**src/rtl/uart_rx_if.sv**
```systemverilog
// Receive-side result bundle of uart_rx: parallel word plus per-word status.
// The receiver drives it through the master modport; consumers use slave.
interface uart_rx_if #(
  parameter int DBIT = 8
);
  logic [DBIT-1:0] rx_data;
  logic            rx_done_tick;
  logic            frame_err;
  logic            parity_err;

  modport master (
    output rx_data,
    output rx_done_tick,
    output frame_err,
    output parity_err
  );

  modport slave (
    input rx_data,
    input rx_done_tick,
    input frame_err,
    input parity_err
  );
endinterface

```
**src/rtl/uart_rx.sv**
```systemverilog
// UART receiver on the shared 16x s_tick: start-bit mid-sampling, LSB-first
// data, optional parity, configurable stop length, per-word error flags.
module uart_rx #(
  parameter int DBIT       = 8,
  parameter int SB_TICK    = 16,
  parameter int PARITY_EN  = 0,
  parameter int PARITY_ODD = 0
) (
  input  logic     clk,
  input  logic     reset,
  input  logic     s_tick,
  input  logic     rx,
  uart_rx_if.master bus
);

  localparam int NW = (DBIT > 1) ? $clog2(DBIT) : 1;
  // Stop counting needs more than 4 bits once 1.5/2 stop bits are selected.
  localparam int SW = (SB_TICK > 16) ? $clog2(SB_TICK) : 4;

  localparam logic [2:0] ST_IDLE   = 3'd0;
  localparam logic [2:0] ST_START  = 3'd1;
  localparam logic [2:0] ST_DATA   = 3'd2;
  localparam logic [2:0] ST_PARITY = 3'd3;
  localparam logic [2:0] ST_STOP   = 3'd4;

  localparam logic [SW-1:0] S_MID  = SW'(7);
  localparam logic [SW-1:0] S_BIT  = SW'(15);
  localparam logic [SW-1:0] S_STOP = SW'(SB_TICK - 1);
  localparam logic [NW-1:0] N_LAST = NW'(DBIT - 1);
  localparam logic          PAR_ON = (PARITY_EN != 0);
  localparam logic          PAR_OD = (PARITY_ODD != 0);

  logic            sync1_q, sync1_d;
  logic            sync2_q, sync2_d;
  logic [2:0]      state_q, state_d;
  logic [SW-1:0]   s_q, s_d;
  logic [NW-1:0]   n_q, n_d;
  logic [DBIT-1:0] b_q, b_d;
  logic            p_q, p_d;
  logic            stop_q, stop_d;
  logic            pend_q, pend_d;
  logic [DBIT-1:0] data_q, data_d;
  logic            done_q, done_d;
  logic            fe_q, fe_d;
  logic            pe_q, pe_d;
  logic            rx_sync;

  assign rx_sync = sync2_q;

  always_comb begin
    sync1_d = rx;
    sync2_d = sync1_q;
    state_d = state_q;
    s_d     = s_q;
    n_d     = n_q;
    b_d     = b_q;
    p_d     = p_q;
    stop_d  = stop_q;
    pend_d  = 1'b0;
    data_d  = data_q;
    done_d  = 1'b0;
    fe_d    = fe_q;
    pe_d    = pe_q;

    // Outputs are registered one clk after the stop sample; b is stable then
    // because only DATA modifies it.
    if (pend_q) begin
      data_d = b_q;
      fe_d   = ~stop_q;
      pe_d   = PAR_ON & (^b_q ^ p_q ^ PAR_OD);
      done_d = 1'b1;
    end

    case (state_q)
      ST_IDLE: begin
        if (!rx_sync) begin
          state_d = ST_START;
          s_d     = '0;
        end
      end
      ST_START: begin
        if (s_tick) begin
          if (s_q == S_MID) begin
            if (!rx_sync) begin
              state_d = ST_DATA;
              s_d     = '0;
              n_d     = '0;
            end else begin
              state_d = ST_IDLE;
            end
          end else begin
            s_d = s_q + SW'(1);
          end
        end
      end
      ST_DATA: begin
        if (s_tick) begin
          if (s_q == S_BIT) begin
            s_d = '0;
            if (DBIT > 1) b_d = {rx_sync, b_q[DBIT-1:1]};
            else          b_d = DBIT'(rx_sync);
            if (n_q == N_LAST) state_d = PAR_ON ? ST_PARITY : ST_STOP;
            else               n_d = n_q + NW'(1);
          end else begin
            s_d = s_q + SW'(1);
          end
        end
      end
      ST_PARITY: begin
        if (s_tick) begin
          if (s_q == S_BIT) begin
            p_d     = rx_sync;
            s_d     = '0;
            state_d = ST_STOP;
          end else begin
            s_d = s_q + SW'(1);
          end
        end
      end
      ST_STOP: begin
        if (s_tick) begin
          if (s_q == S_STOP) begin
            stop_d  = rx_sync;
            pend_d  = 1'b1;
            state_d = ST_IDLE;
          end else begin
            s_d = s_q + SW'(1);
          end
        end
      end
      default: state_d = ST_IDLE;
    endcase
  end

  always_ff @(posedge clk) begin
    if (reset) begin
      sync1_q <= 1'b1;
      sync2_q <= 1'b1;
      state_q <= ST_IDLE;
      s_q     <= '0;
      n_q     <= '0;
      b_q     <= '0;
      p_q     <= 1'b0;
      stop_q  <= 1'b1;
      pend_q  <= 1'b0;
      data_q  <= '0;
      done_q  <= 1'b0;
      fe_q    <= 1'b0;
      pe_q    <= 1'b0;
    end else begin
      sync1_q <= sync1_d;
      sync2_q <= sync2_d;
      state_q <= state_d;
      s_q     <= s_d;
      n_q     <= n_d;
      b_q     <= b_d;
      p_q     <= p_d;
      stop_q  <= stop_d;
      pend_q  <= pend_d;
      data_q  <= data_d;
      done_q  <= done_d;
      fe_q    <= fe_d;
      pe_q    <= pe_d;
    end
  end

  assign bus.rx_data      = data_q;
  assign bus.rx_done_tick = done_q;
  assign bus.frame_err    = fe_q;
  assign bus.parity_err   = pe_q;

endmodule
```
**src/flat_wrapper.sv**
```systemverilog
// flat-port wrapper written by rule: the top's interface ports become plain ports
module uart_rx_flat 
#(
  parameter int DBIT       = 8,
  parameter int SB_TICK    = 16,
  parameter int PARITY_EN  = 0,
  parameter int PARITY_ODD = 0
)
  (clk, reset, s_tick, rx, bus_rx_data, bus_rx_done_tick, bus_frame_err, bus_parity_err);
  uart_rx_if #(.DBIT(DBIT)) bus_i ();
  input  logic clk;
  input  logic reset;
  input  logic s_tick;
  input  logic rx;
  output wire logic [$bits(bus_i.rx_data)-1:0] bus_rx_data;
  output wire logic [$bits(bus_i.rx_done_tick)-1:0] bus_rx_done_tick;
  output wire logic [$bits(bus_i.frame_err)-1:0] bus_frame_err;
  output wire logic [$bits(bus_i.parity_err)-1:0] bus_parity_err;
  assign bus_rx_data = bus_i.rx_data;
  assign bus_rx_done_tick = bus_i.rx_done_tick;
  assign bus_frame_err = bus_i.frame_err;
  assign bus_parity_err = bus_i.parity_err;
  uart_rx #(.DBIT(DBIT), .SB_TICK(SB_TICK), .PARITY_EN(PARITY_EN), .PARITY_ODD(PARITY_ODD)) u_core (.clk(clk), .reset(reset), .s_tick(s_tick), .rx(rx), .bus(bus_i));
endmodule
```
**config.mk**
```make
export PLATFORM = sky130hd
export DESIGN_NAME = uart_rx_flat
export DESIGN_NICKNAME = d
export VERILOG_FILES = /design/src/rtl/uart_rx_if.sv /design/src/rtl/uart_rx.sv /design/src/flat_wrapper.sv
export SDC_FILE = /design/constraint.sdc
export NUM_CORES = 1
export LEC_CHECK = 0
export ABC_CLOCK_PERIOD_IN_PS = 2200
export CAP_MARGIN = 20
export CORE_MARGIN = 10
export CORE_UTILIZATION = 55
export CTS_BUF_LIST = sky130_fd_sc_hd__clkbuf_4 sky130_fd_sc_hd__clkbuf_8
export CTS_CLUSTER_DIAMETER = 30
export DETAILED_ROUTE_END_ITERATION = 8
export PLACE_DENSITY = 0.78
export SLEW_MARGIN = 20
export SYNTH_ARGS = -nofsm -noshare
export SYNTH_HDL_FRONTEND = slang
export SYNTH_SLANG_ARGS = --single-unit
```
**constraint.sdc**
```tcl
create_clock -name clk -period 2.2 [get_ports clk]
set_input_delay 0.33 -clock clk [delete_from_list [all_inputs] [get_ports clk]]
set_output_delay 0.33 -clock clk [all_outputs]
set_load 0.01 [all_outputs]
```
### Word-level counts from Yosys, hierarchy flattened

Index checks and enable logic that the tools add are counted.

* flip-flop bits (word level): 32
* input bits: 4
* output and inout port bits: 11

* equality and inequality tests: 21
* reduce and logical (&&, ||, !) cells: 10
* $add $sub $neg: 2
* bitwise gates (word level): 3
* muxes and demuxes: 29

Operator list (count)
* $mux W3: 16
* $mux W4: 7
* $ne A2 B2 Y1 const B: 8
* $pmux W4 S4: 1
* $pmux W3 S5: 1
* $ne A2 B1 Y1 const B: 6
* $reduce_and A10 Y1: 1
* $reduce_and A7 Y1: 1
* $eq A3 B2 Y1 const B: 2
* $eq A3 B3 Y1 const B: 2
* $pmux W3 S2: 1
* $reduce_and A3 Y1: 2
* $reduce_and A5 Y1: 1
* $add A4 B1 Y4 const B: 1
* $eq A4 B3 Y1 const B: 1
* $eq A4 B4 Y1 const B: 1
* $reduce_bool A4 Y1: 1
* $add A3 B1 Y3 const B: 1
* $eq A3 B1 Y1 const B: 1
* $logic_not A3 Y1: 1
* $not A1 Y1: 3
* $reduce_or A3 Y1: 1
* $mux W1: 2
* $mux W2: 1
* other kinds (2): 2

### Depth between registers and ports, before layout

Gate-level depths: netlist of the first run.

* depth in word-level cells: 5
* depth in mapped cells: 6
* mapped depth without buffers: 6

### Least setup slack after synthesis of the first run

Ideal clock, no wire load.

* kind: register to register
* start: register u_core.s_q[0]
* end: register u_core.n_q[0]
* path slack: 0.536 ns
* arrival: 1.594 ns
* data required time: 2.130 ns
* buffers on the path: 0
* cell stages (with the launch flop): 6
* cell sequence: dfxtp_1 -> ha_1 -> nand3_1 -> a22o_1 -> or4_1 -> a21oi_1

* cells in the longest elaborated chain, start to end: 3

Ends and longest elaborated chain
* from (decl): line uart_rx.sv:36 `logic [SW-1:0] s_q, s_d;`
* from (signal assigned): line uart_rx.sv:140 `s_q <= '0;`
* from (signal assigned): line uart_rx.sv:154 `s_q <= s_d;`
* $eq A4 B4 Y1 / $eq A4 B3 Y1 (equally long branches): line uart_rx.sv:98, uart_rx.sv:83
* $ne A2 B1 Y1 (no line)
* $reduce_and A7 Y1 (no line) *
* to (signal assigned): line uart_rx.sv:155 `n_q <= n_d;`
* to (decl): line uart_rx.sv:37 `logic [NW-1:0] n_q, n_d;`

Every way passes the cells marked *; elsewhere a longest branch is shown, timed or not.
A chain may end at the register's enable or synchronous reset.

### Final worst setup path of the first run

Same ends and word-level chain as after synthesis.

==> flow_summary.ini, run 1 <==
[timing]
rsz0062_at_grt = false
finalHoldViolCount = 0
worst_pin_slew_ns = 0.554
relSlewSlack_pct = 63.0
clock_skew_ns = 0.00787
fin_crit_sh_pct = 85.8
slew_violations = 0
layout_min_cycle_time_ns = 1.89
setup_viol = 0
timing.fmax_mhz = 530
finalSetupTns_ns = 0

[power]
p_int_uw = 731
power_density_nw_per_um2 = 574
switching_share_pct = 22.4
clkPwrFrac_pct = 32.8
ir_worst_vdd_v = 0.000456
comb_power_share_pct = 4.8
leakagePower_nw = 0.580
seq_power_share_pct = 62.5
p_sw_uw = 211

[clocking]
h-tree-depth = 2
clock_sinks = 32
clkLatencyLatePin_ns = 0.32
cts_tree = done
cts_root_buffer = clkbuf_4
cts_resized = 0
cts_setup_buffers = 0
cts_buffer_depth = 2
cts_made_buffers = 5
ctsHoldBuffers = 0
cts.clk_slew.worst_paths_ns = 0.09

[place]
place_congestion = 0.816
dp_hpwl_um = 2030
io_buffers = 13
post_dp_cell_area_um2 = 1590
dp_cells = 194

[grt]
grt_usage_pct = 11.5
grt_max_degree = 16
grt_pass1_vias = 1145
antenna_found_initial = 0
grt-ovfl-total = 0
grt_pass1_wl_um = 5000

[min_path]
min_path_cells = 1
holdCritPathClass = reg2reg
min_from = u_core.sync1_q

[synthesis]
syn_inst = 158
synthTopCellsByCount = 32 x dfxtp_1, 20 x nor2_1, 18 x mux2i_1
synth_most_common_cell = dfxtp_1
yosysTopAreaCellShare_pct = 44.0
yosys_register_bits = 32
ys_seq_area_share_pct = 44.0
synth_area_um2 = 1460
syn-mean-instance-area_um2 = 9.21
postSynthNetCount = 165
synth-edff-count = 0
synth_area_leaders = dfxtp_1 44%, mux2i_1 12%, nor2_1 5.2%, o21ai_0 2.8%, ha_1 2.6%
yosysUniqueCellTypes = 40
ys.flop_type = dfxtp_1
yosysWarnings = 0
yosysTopAreaCell = dfxtp_1
async_flop_share_pct = 0

[drt]
first_iter_violations = 123
wl_per_cell_um = 13.8
dr.pass1.iters = 4
drtAntennaViolNets = 0
vias = 1172
viasPerCell = 5.83
wl_um = 2780
drc = 0

[final_layout]
drive_gt1_share_pct = 8.77
design_area_um2 = 1640
fillers = 203
area_growth_pct = 12.8
num_antenna_cells = 0
fin_util_pct = 65.7
final_nets = 178
final_cells = 201

[setup_path]
crit_type = reg2reg
rr_worst_depth = 5
critPathLaunch = u_core.s_q[0]
cp-start-kind = register
worstPathArrival_ns = 2.14
cp_max_fo = 9
end_kind = register
required_ns = 2.46
crit-reg2reg-launch = u_core.s_q[0]

[floorplan]
coreArea_um2 = 2500
die-area_um2 = 5100
initial_core_util_pct = 58.2
die_w_um = 71.4
num_rows = 18
boundaryPins = 15
die_h_um = 71.4

[run_status]
status = finished clean

[run]
maxCapViolCount = 0
-- area by class of cell --
class                   count  area, um2  area share, %
flip-flops and latches     32        641           39.0
clock inverters             1       5.00          0.305
repair buffers             15        145           8.84
inverters                   6       22.5           1.37
multi-input cells         111        746           45.4
well taps                  30       37.5           2.29
clock buffers               6       45.0           2.74
-- path summary, 6_finish.rpt --
check        slack (ns)             end
max                0.31   u_core.n_q[0]
min reg2reg        0.41  u_core.rx_sync
max reg2reg        0.31   u_core.n_q[0]
min                0.41  u_core.rx_sync
-- cell families after synthesis --
| group | after synthesis | synth area share, % |
|---|---|---|
| flip-flops | 32 | 44.0 |
| buffers and inverters | 15 | 4.73 |
| adder cells (fa/ha/maj) | 3 | 2.58 |
| multiplexers | 18 | 12.4 |
| other | 1 | 0.258 |
| XOR/XNOR | 1 | 0.602 |
| AND/OR/NAND/NOR | 61 | 23.0 |
| AO/OA/AOI/OAI | 27 | 12.5 |
-- state kept, by name (all words and copies together) (netlist names) --
register / count
u_core.bus.rx_done_tick: 1
u_core.n_q: 3
u_core.bus.rx_data: 8
u_core.sync1_q: 1
u_core.bus.frame_err: 1
u_core.stop_q: 1
u_core.pend_q: 1
u_core.b_q: 8
u_core.state_q: 3
u_core.rx_sync: 1
u_core.s_q: 4
-- metal layers --
| metal | vias to the layer above | share of wire (%) | GRT usage [%] |
|---|---|---|---|
| met5 | - | 0 | 0 |
| met4 | 0 | 2.1 | 4.30 |
| met3 | 10 | 4.9 | 4.41 |
| met2 | 29 | 48 | 18.5 |
| met1 | 550 | 44 | 13.6 |
| li1 | 583 | - | - |
-- power by group through the flow --
stage          clock (mW)  combinational, mW  sequential, mW
2_1_floorplan           0             0.0355           0.599
3_3_place_gp            0             0.0431           0.602
3_5_place_dp            0             0.0446           0.603
4_1_cts             0.319             0.0448           0.589
5_1_grt             0.347             0.0503           0.590
6_report            0.309             0.0450           0.589
-- cell usage in the layout, fill, tap and decap left out, types with 2 or more instances in the layout --
cell             count
or3_1                4
or4_1                2
or2_2                3
o211ai_1             2
inv_1                6
dfxtp_1             32
a21oi_1              5
clkbuf_4             6
o21ai_0              8
mux2i_1             18
nor2b_1              5
and3_1               2
buf_4                2
nand3_1              5
nor2_1              20
ha_1                 3
nand4_1              3
nand2_1              7
clkdlybuf4s50_1     13
nor3b_1              5
-- worst max-delay path, stage by stage, from the launching register on --
cell,delay (ns)
dfxtp_1,0.39
ha_1,0.27
nand3_1,0.19
a22o_1,0.34
or4_1,0.48
a21oi_1,0.15
-- stage by stage --
step,worst slack [ns],power (mW),hold WS (ns)
after detailed placement,0.240,0.647,0.397
after global placement,0.253,0.645,0.397
after CTS,0.312,0.952,0.418
after global routing,0.152,0.987,0.428
after floorplan,0.536,0.635,0.389
final,0.312,0.943,0.414
(Power assumes the default switching activity.)
==> run 2, diff against run 1 <==
- CORE_UTILIZATION: 55 -> 31
- PLACE_DENSITY: 0.78 -> unset
==> flow_summary.ini, run 2 (synthesis gave the netlist of run 1 again) <==
[grt]
grt_pass1_wl_um = 5240
grt_max_degree = 29
grt-ovfl-total = 0
grt_usage_pct = 8.70
grt_pass1_vias = 1118
antenna_found_initial = 0

[floorplan]
die_w_um = 88.5
die-area_um2 = 7830
initial_core_util_pct = 32.7
coreArea_um2 = 4440
boundaryPins = 15
die_h_um = 88.5
num_rows = 24

[power]
ir_worst_vdd_v = 0.000353
power_density_nw_per_um2 = 655
leakagePower_nw = 0.592

[timing]
fin_crit_sh_pct = 86.7
clock_skew_ns = 0.00848
setup_viol = 0
timing.fmax_mhz = 525
layout_min_cycle_time_ns = 1.91
finalSetupTns_ns = 0
finalHoldViolCount = 0
worst_pin_slew_ns = 0.595
relSlewSlack_pct = 60.3
rsz0062_at_grt = false
slew_violations = 0

[drt]
wl_um = 3080
dr.pass1.iters = 4
drc = 0
first_iter_violations = 52
drtAntennaViolNets = 0
vias = 1178
wl_per_cell_um = 13.8
viasPerCell = 5.28

[final_layout]
final_common_cell = dfxtp_1
num_antenna_cells = 0
layout_common_cells = 32 x dfxtp_1, 20 x nor2_1, 18 x mux2i_1
drive_gt1_share_pct = 8.77
final_nets = 177
fin_util_pct = 38.5
area_growth_pct = 17.5

[clocking]
cts_root_buffer = clkbuf_8
ctsHoldBuffers = 0
cts_tree = done
clock_sinks = 32
clkLatencyLatePin_ns = 0.29
h-tree-depth = 2
cts_setup_buffers = 0
cts_resized = 0
cts_buffer_depth = 2
cts.clk_slew.worst_paths_ns = 0.07
cts_made_buffers = 5

[setup_path]
worstPathArrival_ns = 2.08
cpPeakStageDelay_ns = 0.57
path_delay_family = compound AO/OA/AOI/OAI gates
crit_chain = nor3b_1 > a22o_1 > o311ai_0 > o41ai_1
cp_slowest_cell = dfxtp_1
end_kind = register
crit_type = reg2reg
required_ns = 2.38
crit_buf_inv = 0
cp_max_fo = 14
cp-start-kind = register

[place]
io_buffers = 13
place_congestion = 0.791
dp_hpwl_um = 2090

[run_status]
status = finished clean

[min_path]
holdCritPathClass = reg2reg

[run]
maxCapViolCount = 0
[run 2: cell count changes in the layout (fill, tap and decap cells not counted), sizes merged]
cell	before	now
clkbuf	6	7
clkinv	1	0
buf	2	1
clkinvlp	0	1
[run 2: cell type report]
| cell class | count | area [um2] |
|---|---|---|
| Sequential cell | 32 | 641 |
| Inverter | 6 | 22.5 |
| Clock inverter | 1 | 7.51 |
| Fill cell | 464 | 2740 |
| Multi-Input combinational cell | 111 | 746 |
| Tap cell | 52 | 65.1 |
| Clock buffer | 7 | 90.1 |
| Timing Repair Buffer | 14 | 138 |
[run 2: power by group]
group / total, mW / switching (mW) / internal, mW / leakage [nW]
Sequential: 0.590 / 0.00667 / 0.583 / 0.258
Clock: 0.484 / 0.217 / 0.266 / 0.0479
Combinational: 0.0451 / 0.0275 / 0.0176 / 0.286
Total: 1.12 / 0.251 / 0.867 / 0.592
[run 2: final timing paths]
| path | endpoint | start | slack [ns] | depth (start not counted) |
|---|---|---|---|---|
| worst max-delay path | u_core.state_q[1] | u_core.state_q[0] | 0.29 | 4 |
| worst min-delay path | u_core.rx_sync | u_core.sync1_q | 0.41 | 1 |
| worst max register to register | u_core.state_q[1] | u_core.state_q[0] | 0.29 | 4 |
| worst min register to register | u_core.rx_sync | u_core.sync1_q | 0.41 | 1 |
[run 2: routing by layer]
layer  global-route usage (%)  up-vias  share of wire, %  wire length (um)
met4                     5.14        0               2.6                80
met2                     12.4       20                44              1360
met5                        0        -                 0                 0
met1                     9.87      565                46              1410
met3                     5.06       10               7.5               231
li1                         -      583                 -                 -
[run 2: through the flow]
| stage | setup slack [ns] | instance area, um2 | power, mW | instances | hold WS, ns |
|---|---|---|---|---|---|
| 2_1_floorplan | 0.536 | 1460 | 0.635 | 158 | 0.389 |
| 6_report | 0.293 | 1710 | 1.12 | 223 | 0.408 |
| 3_5_place_dp | 0.170 | 1610 | 0.647 | 215 | 0.397 |
| 3_3_place_gp | 0.240 | 1610 | 0.645 | 215 | 0.397 |
| 5_1_grt | 0.144 | 1710 | 1.17 | 223 | 0.443 |
| 4_1_cts | 0.302 | 1710 | 1.13 | 223 | 0.410 |
